<file path="config.mk">
export PLATFORM = sky130hd
export DESIGN_NAME = flopr_pipe
export DESIGN_NICKNAME = d
export VERILOG_FILES = /design/src/rtl/flopr_pipe_pkg.sv /design/src/rtl/flopr_pipe_flopenrc.sv /design/src/rtl/flopr_pipe.sv
export SDC_FILE = /design/constraint.sdc
export NUM_CORES = 1
export LEC_CHECK = 0
export ABC_AREA = 0
export BUFFER_PORTS_ARGS = -buffer_cell sky130_fd_sc_hd__buf_2
export CORE_MARGIN = 8
export CORE_UTILIZATION = 40
export CTS_CLUSTER_DIAMETER = 200
export DETAILED_ROUTE_END_ITERATION = 10
export GPL_ROUTABILITY_DRIVEN = 0
export PLACE_DENSITY = 0.66
export SKIP_CTS_REPAIR_TIMING = 1
export SLEW_MARGIN = 20
export SYNTH_ARGS = -nofsm -noshare
export SYNTH_HDL_FRONTEND = slang
export SYNTH_SLANG_ARGS = --single-unit
</file>
<file path="constraint.sdc">
create_clock -name clk -period 1.59 [get_ports clk]
set_input_delay 0.0795 -clock clk [delete_from_list [all_inputs] [get_ports clk]]
set_output_delay 0.0795 -clock clk [all_outputs]
set_load 0.1 [all_outputs]
</file>
<file path="src/rtl/flopr_pipe_pkg.sv">
// Shared defaults and sizing helpers for the flopr_pipe pipeline register.
// The per-stage {valid, data} bundle is declared in flopr_pipe, where WIDTH is known.
package flopr_pkg;

  localparam int DEF_WIDTH = 32;
  localparam int DEF_DEPTH = 2;

  // Width of an occupancy counter that must hold 0..depth without wrapping.
  function automatic int count_width(input int depth);
    return (depth < 1) ? 1 : $clog2(depth + 1);
  endfunction

endpackage

</file>
<file path="src/rtl/flopr_pipe_flopenrc.sv">
// One storage stage: async reset and sync clear to RESET_VAL, load on en, else hold.
// Single-cycle latency; clear takes priority over en.
module flopenrc #(
  parameter int              WIDTH     = 32,
  parameter logic [WIDTH-1:0] RESET_VAL = '0
) (
  input  logic             clk,
  input  logic             reset,
  input  logic             en,
  input  logic             clr,
  input  logic [WIDTH-1:0] d,
  output logic [WIDTH-1:0] q
);

  always_ff @(posedge clk or posedge reset) begin
    if (reset) begin
      q <= RESET_VAL;
    end else if (clr) begin
      q <= RESET_VAL;
    end else if (en) begin
      q <= d;
    end
  end

endmodule

</file>
<file path="src/rtl/flopr_pipe.sv">
// DEPTH-stage pipeline register with per-stage valid, stall, flush and occupancy count; latency DEPTH when en=1.
// ready_in=en normally; with FLOPR_PIPE_BUBBLE_COLLAPSE_EN defined, empty stages keep filling during a stall.
module flopr_pipe
  import flopr_pkg::*;
#(
  parameter int               WIDTH     = DEF_WIDTH,
  parameter int               DEPTH     = DEF_DEPTH,
  parameter logic [WIDTH-1:0] RESET_VAL = '0
) (
  input  logic                       clk,
  input  logic                       reset,
  input  logic                       en,
  input  logic                       clr,
  input  logic                       valid_in,
  input  logic [WIDTH-1:0]           d,
  output logic                       ready_in,
  output logic [WIDTH-1:0]           y,
  output logic                       valid_out,
  output logic [$clog2(DEPTH+1)-1:0] count
);

  localparam int CW = count_width(DEPTH);

  typedef struct packed {
    logic             valid;
    logic [WIDTH-1:0] data;
  } stage_t;

  stage_t           stage_in [DEPTH];
  logic [WIDTH-1:0] data_q   [DEPTH];
  logic [DEPTH-1:0] valid_q;
  logic [DEPTH-1:0] adv;
  logic             run;
  logic [CW-1:0]    cnt;

  // Advance chain, walked from the output stage back toward stage 0.
  // In collapse mode a stage also advances when it is itself empty, so a stage only
  // overwrites a valid item when its successor is taking that item the same edge.
  always_comb begin
    adv            = '0;
    run            = en;
    adv[DEPTH-1]   = en;
    for (int k = DEPTH - 2; k >= 0; k--) begin
`ifdef FLOPR_PIPE_BUBBLE_COLLAPSE_EN
      run = run | ~valid_q[k];
`endif
      adv[k] = run;
    end
  end

  for (genvar k = 0; k < DEPTH; k++) begin : g_stage
    if (k == 0) begin : g_head
      assign stage_in[k] = '{valid: valid_in, data: d};
    end else begin : g_body
      assign stage_in[k] = '{valid: valid_q[k-1], data: data_q[k-1]};
    end

    flopenrc #(
      .WIDTH    (WIDTH),
      .RESET_VAL(RESET_VAL)
    ) u_data (
      .clk  (clk),
      .reset(reset),
      .en   (adv[k]),
      .clr  (clr),
      .d    (stage_in[k].data),
      .q    (data_q[k])
    );

    flopenrc #(
      .WIDTH    (1),
      .RESET_VAL(1'b0)
    ) u_valid (
      .clk  (clk),
      .reset(reset),
      .en   (adv[k]),
      .clr  (clr),
      .d    (stage_in[k].valid),
      .q    (valid_q[k])
    );
  end

  always_comb begin
    cnt = '0;
    for (int k = 0; k < DEPTH; k++) begin
      cnt = cnt + CW'(valid_q[k]);
    end
  end

  assign ready_in  = adv[0];
  assign y         = data_q[DEPTH-1];
  assign valid_out = valid_q[DEPTH-1];
  assign count     = cnt;

endmodule

</file>
==> results.sh, run 1 <==
export IMPL_path_max_fanout=3
export IMPL_drt_wirelength_per_cell_um=13.77
export IMPL_rsz0062_at_grt="false"
export IMPL_gr_total_overflow=0
export IMPL_netlist_area_um2=2982
export IMPL_period_needed_ps=1456
export IMPL_area_growth_pct=14.56
export IMPL_r2r_end="g_stage[1].u_valid.q"
export IMPL_r2r_start="g_stage[0].u_valid.q"
export IMPL_fillCellCount=695
export IMPL_die_w_um=102.3
export IMPL_period_share=0.9160
export IMPL_whs_path_depth=3
export IMPL_leakagePower_nw=1.901
export IMPL_endpoint_kind="output port"
export IMPL_run_status="finished with violations"
export IMPL_setup_violations=0
export IMPL_timing_fmax_mhz=686.6
export IMPL_synth_fp_nets=286
export IMPL_final_nets=330
export IMPL_io_pins=73
export IMPL_p_per_area_nw_per_um2=1166
export IMPL_die_y_um=102.3
export IMPL_crit_path_top_delay_cell="dfrtp_1"
export IMPL_hp_start="d[18]"
export IMPL_yosysSeqAreaShare=0.5539
export IMPL_vias=1769
export IMPL_drc=0
export IMPL_timing_final_ws_setup_ps=133.6
export IMPL_grt_max_degree=67
export IMPL_drtPass1Iterations=4
export IMPL_clkLatencyLatePin_ps=330
export IMPL_port_buffers=72
export IMPL_row_count=31
export IMPL_failed_checks="hold timing"
export IMPL_grt_pass1_vias=1940
export IMPL_max_slew_margin_rel=0.6685
export IMPL_synth_area_leader_cell="dfrtp_1"
export IMPL_die_area_um2=10470
export IMPL_ys_ff_latch=66
export IMPL_clk_transition_reported_paths_ps=80
export IMPL_floorplan_core_area_um2=7253
export IMPL_antenna_found_initial=0
export IMPL_fin_worst_hold_slack_ps=-14.69
export IMPL_min_to="g_stage[0].u_data.q[18]"
export IMPL_drtIter0Drc=59
export IMPL_cts_buffers=9
export IMPL_path_buf_inv=1
export IMPL_final_hold_violation_count=5
export IMPL_avgViaCountPerCell=4.467
export IMPL_max_cap_violations=0
export IMPL_synth_cells=248
export IMPL_tritoncts="done"
export IMPL_critPathKind="reg -> out"
export IMPL_start_kind="flop"
export IMPL_ir_worst_vdd_mv=0.6324
export IMPL_tns_ps=0
export IMPL_r2r_slack_ps=830
export IMPL_synth_area_leaders="dfrtp_1 55%, mux2i_1 22%, buf_4 8.8%, nor2_1 8.3%, buf_12 3.4%"
export IMPL_drive_above_1_share=0.3199
export IMPL_wl_um=5453
export IMPL_cts_htree_levels=3
export IMPL_pre_cts_ws_ps=383.9
export IMPL_design_area_um2=3416
export IMPL_required_ps=1510
export IMPL_grt_first_pass_wirelength_um=8963
export IMPL_finish_utilization=0.4709
export IMPL_synth_cell_type_count=10
export IMPL_skew_ps=10.18
export IMPL_post_dp_cell_area_um2=3126
export IMPL_diodes=0
export IMPL_yosys_warnings=0
export IMPL_arrival_ps=1380
export IMPL_numClockSinks=66
export IMPL_worst_slew_pin_slew_ps=500.8
export IMPL_grtUsageTotal=0.1096
export IMPL_reg2reg_depth=2
export IMPL_slew_viol_final=0
export IMPL_ant_nets=0
export IMPL_cpPeakStageDelay_ps=410
export IMPL_avgSynthCellArea_um2=12.02
export IMPL_yosysTopAreaCellShare=0.5539
export IMPL_place_hpwl_um=3657
export IMPL_min_path_type="in -> reg"
export IMPL_start_util=0.4111
export IMPL_clock_root_buffer="clkbuf_8"
export IMPL_clk_path_buf_depth=2
export IMPL_cp_top_family="flip-flops"
export IMPL_crit_chain="ha_2, clkbuf_4"
power breakdown:
group	switching, mW	total [mW]	internal [mW]
clock	0.607	1.62	1.01
combinational	0.411	0.574	0.163
sequential	0.0389	1.79	1.75
total	1.06	3.98	2.93
worst max path at each step:
stage / start / end / slack (ps) / cells after the start
floorplan: g_stage[1].u_valid.q / count[0] / 190 / 1
global placement: g_stage[1].u_valid.q / count[0] / 410 / 2
detailed placement: g_stage[1].u_valid.q / count[0] / 380 / 2
CTS: g_stage[0].u_valid.q / count[0] / 10 / 2
global route: g_stage[0].u_valid.q / count[0] / 80 / 2
finish: g_stage[0].u_valid.q / count[0] / 130 / 2
flip-flops by register name, indices dropped and copies added, names as in the netlist:
register           cells
g_stage.u_data.q      64
g_stage.u_valid.q      2
cells in the final DEF, fill, tap and decap left out, drive strengths merged:
cell type and n:
buf 75, bufinv 2, clkbuf 13, clkinv 1, clkinvlp 2, dfrtp 66, dlygate4sd3 5, ha 1
mux2i 66, nor2 66
synthesized netlist by cell type:
cell and instances:
buf_12 5, clkbuf_1 3, buf_6 1, nor2_1 66
mux2i_1 66, inv_1 1, buf_2 4, dfrtp_1 66
ha_1 1, buf_4 35
through the flow:
| stage | hold WS [ps] | cells | power (mW) |
|---|---|---|---|
| final | -14.69 | 396 | 3.982 |
| after global routing | 1.337 | 396 | 4.145 |
| after CTS | -144.9 | 391 | 4.041 |
| after detailed placement | 223.5 | 375 | 2.398 |
| after global placement | 221.1 | 375 | 2.385 |
| after floorplan | 223.5 | 248 | 2.335 |
tightest hold or removal path, stage by stage:
cell,delay (ps)
buf_2,70
mux2i_1,50
nor2_1,70
routing by layer:
metal	part of all wire	vias up	wire, um	global-route usage
met5	0	-	0	0
met1	0.42	857	2289	0.1165
met2	0.50	41	2736	0.1904
met4	0.021	0	117	0.06433
li1	-	861	-	-
met3	0.057	10	309	0.02997
area by class of cell:
class | count | area [um2] | area share
sequential | 66 | 1653 | 0.4839
multi-input combinational | 133 | 923.4 | 0.2703
timing repair buffer | 81 | 470.5 | 0.1377
clock buffer | 12 | 165.2 | 0.04835
tap | 99 | 123.9 | 0.03626
clock inverter | 4 | 72.57 | 0.02125
inverter | 1 | 7.507 | 0.002198
kinds of logic (layout without fill, tap and decap cells):
kind of cell  Yosys count  in the layout  synth area share
mux                    66             66            0.2216
flops                  66             66            0.5539
simple gates           66             66           0.08309
buf+inv                49             98            0.1372
fa+ha+maj               1              1          0.004196
(Power assumes the default switching activity.)
==> inputs of run 2 (changes only) <==
--- a/config.mk
+++ b/config.mk
@@ -8,13 +8,14 @@
 export ABC_AREA = 0
 export BUFFER_PORTS_ARGS = -buffer_cell sky130_fd_sc_hd__buf_2
 export CORE_MARGIN = 8
-export CORE_UTILIZATION = 40
+export CORE_UTILIZATION = 42
 export CTS_CLUSTER_DIAMETER = 200
 export DETAILED_ROUTE_END_ITERATION = 10
 export GPL_ROUTABILITY_DRIVEN = 0
-export PLACE_DENSITY = 0.66
+export PLACE_DENSITY = 0.69
+export RECOVER_POWER = 100
 export SKIP_CTS_REPAIR_TIMING = 1
-export SLEW_MARGIN = 20
+export SLEW_MARGIN = 5
 export SYNTH_ARGS = -nofsm -noshare
 export SYNTH_HDL_FRONTEND = slang
 export SYNTH_SLANG_ARGS = --single-unit
==> run 2 against run 1 <==
- die area down 4.0%
- sequential share of layout area down 0.54 points
- first-iteration DRC count up 3.4%
- largest cell class unchanged
- cell count up 0.25%
- sequential power about the same
- clock power down 6%
- global-route usage about the same
- the flow still finishes with violations (hold timing)
- sequential cell count unchanged
==> results.sh, run 2 (synthesized netlist as in run 1, its figures left out) <==
export IMPL_fillCellCount=659
export IMPL_cts_buffers=9
export IMPL_slew_viol_final=0
export IMPL_ir_worst_vdd_mv=0.6540
export IMPL_period_needed_ps=1436
export IMPL_clkLatencyLatePin_ps=330
export IMPL_max_cap_violations=0
export IMPL_drive_above_1_share=0.3123
export IMPL_antenna_found_initial=0
export IMPL_io_pins=73
export IMPL_top_regs="g_stage.u_data.q (64), g_stage.u_valid.q (2)"
export IMPL_place_hpwl_um=3644
export IMPL_fin_worst_hold_slack_ps=-8.713
export IMPL_arrival_ps=1360
export IMPL_wl_um=5256
export IMPL_min_path_type="in -> reg"
export IMPL_setup_violations=0
export IMPL_vias=1776
export IMPL_drtPass1Iterations=4
export IMPL_pre_cts_ws_ps=399.8
export IMPL_critPathKind="reg -> out"
export IMPL_start_util=0.4364
export IMPL_p_per_area_nw_per_um2=1127
export IMPL_max_flop_register="g_stage.u_data.q"
export IMPL_timing_fmax_mhz=696.3
export IMPL_numClockSinks=66
export IMPL_worst_slew_pin_slew_ps=881.8
export IMPL_drc=0
export IMPL_tns_ps=0
export IMPL_drtIter0Drc=61
export IMPL_failed_checks="hold timing"
export IMPL_period_share=0.9033
export IMPL_required_ps=1510
export IMPL_diodes=0
export IMPL_tritoncts="done"
export IMPL_row_count=30
export IMPL_avgViaCountPerCell=4.474
export IMPL_dpl_cell_count=373
export IMPL_area_growth_pct=15.86
export IMPL_clock_root_buffer="clkbuf_8"
export IMPL_grtUsageTotal=0.1096
export IMPL_largest_reg_flops=64
export IMPL_final_hold_violation_count=4
export IMPL_skew_ps=9.347
export IMPL_floorplan_core_area_um2=6832
export IMPL_final_nets=334
export IMPL_leakagePower_nw=1.888
export IMPL_start_kind="flop"
export IMPL_clk_path_buf_depth=2
export IMPL_grt_first_pass_wirelength_um=8687
export IMPL_port_buffers=72
export IMPL_grt_pass1_vias=1803
export IMPL_cts_htree_levels=3
export IMPL_layout_common_cells="66 x mux2i_1, 66 x nor2_1, 65 x dfrtp_1"
export IMPL_timing_final_ws_setup_ps=153.8
export IMPL_die_w_um=100.3
export IMPL_die_y_um=100.3
export IMPL_run_status="finished with violations"
export IMPL_grt_max_degree=67
export IMPL_die_area_um2=10050
export IMPL_endpoint_kind="output port"
export IMPL_drt_wirelength_per_cell_um=13.24
export IMPL_design_power_total_mw=3.892
export IMPL_layoutNonFillerInstCount=397
export IMPL_rsz0062_at_grt="false"
export IMPL_path_max_fanout=3
export IMPL_ant_nets=0
export IMPL_max_slew_margin_rel=0.4121
export IMPL_clk_transition_reported_paths_ps=70
export IMPL_gr_total_overflow=0
run 2: cell types whose count changed in the layout (fill, tap and decap cells not counted):
cell           previous run  this run
clkbuf_2                  0        35
clkbuf_1                  0         2
clkbuf_8                 12         9
clkbuf_4                  1         2
buf_4                     3         1
clkinv_4                  0         3
clkinvlp_4                2         1
buf_12                    2         4
buf_2                    70        34
dlygate4sd3_1             5         8
run 2: final timing paths:
kind	from	end	slack, ps	depth (start not counted)
worst max-delay path	g_stage[1].u_valid.q	count[0]	150	2
worst min-delay path	d[8]	g_stage[0].u_data.q[8]	-9	3
worst max register to register	g_stage[0].u_data.q[29]	g_stage[1].u_data.q[29]	890	2
worst min register to register	g_stage[1].u_data.q[27]	g_stage[1].u_data.q[27]	520	2
max in group asynchronous	reset	g_stage[1].u_valid.q	380	4
min in group asynchronous	reset	g_stage[1].u_data.q[25]	600	4
run 2: final cells by class:
cell class / count / area, um2 / share of cell area
Inverter: 1 / 7.507 / 0.002173
Timing Repair Buffer: 85 / 531.8 / 0.1539
Clock inverter: 6 / 91.34 / 0.02644
Multi-Input combinational cell: 133 / 923.4 / 0.2673
Clock buffer: 10 / 127.6 / 0.03694
Sequential cell: 66 / 1653 / 0.4785
Tap cell: 96 / 120.1 / 0.03477
run 2: critical path, stage by stage (launching register included):
cell	delay, ps
dfrtp_2	410
ha_2	300
clkbuf_4	320
run 2: through the flow:
step             util  hold WS, ps  area [um2]
5_1_grt        0.5057       0.5517        3455
2_1_floorplan       -        223.5        2989
4_1_cts        0.4960       -162.4        3388
3_3_place_gp   0.4639        202.6        3169
3_5_place_dp   0.4639        207.4        3169
6_report       0.5057       -8.713        3455
run 2: layer usage:
layer  vias to the layer above  part of all wire  global-route usage
met5                         -                 0                   0
met4                         0             0.013             0.06628
met3                         4             0.052             0.03391
met2                        35              0.53              0.1821
met1                       863              0.41              0.1204
li1                        874                 -                   -
run 2: power breakdown:
part	leakage (nW)	switching [mW]	total (mW)	internal (mW)
logic	0.888	0.410	0.583	0.174
clock network	0.110	0.627	1.52	0.889
registers	0.890	0.0397	1.79	1.75
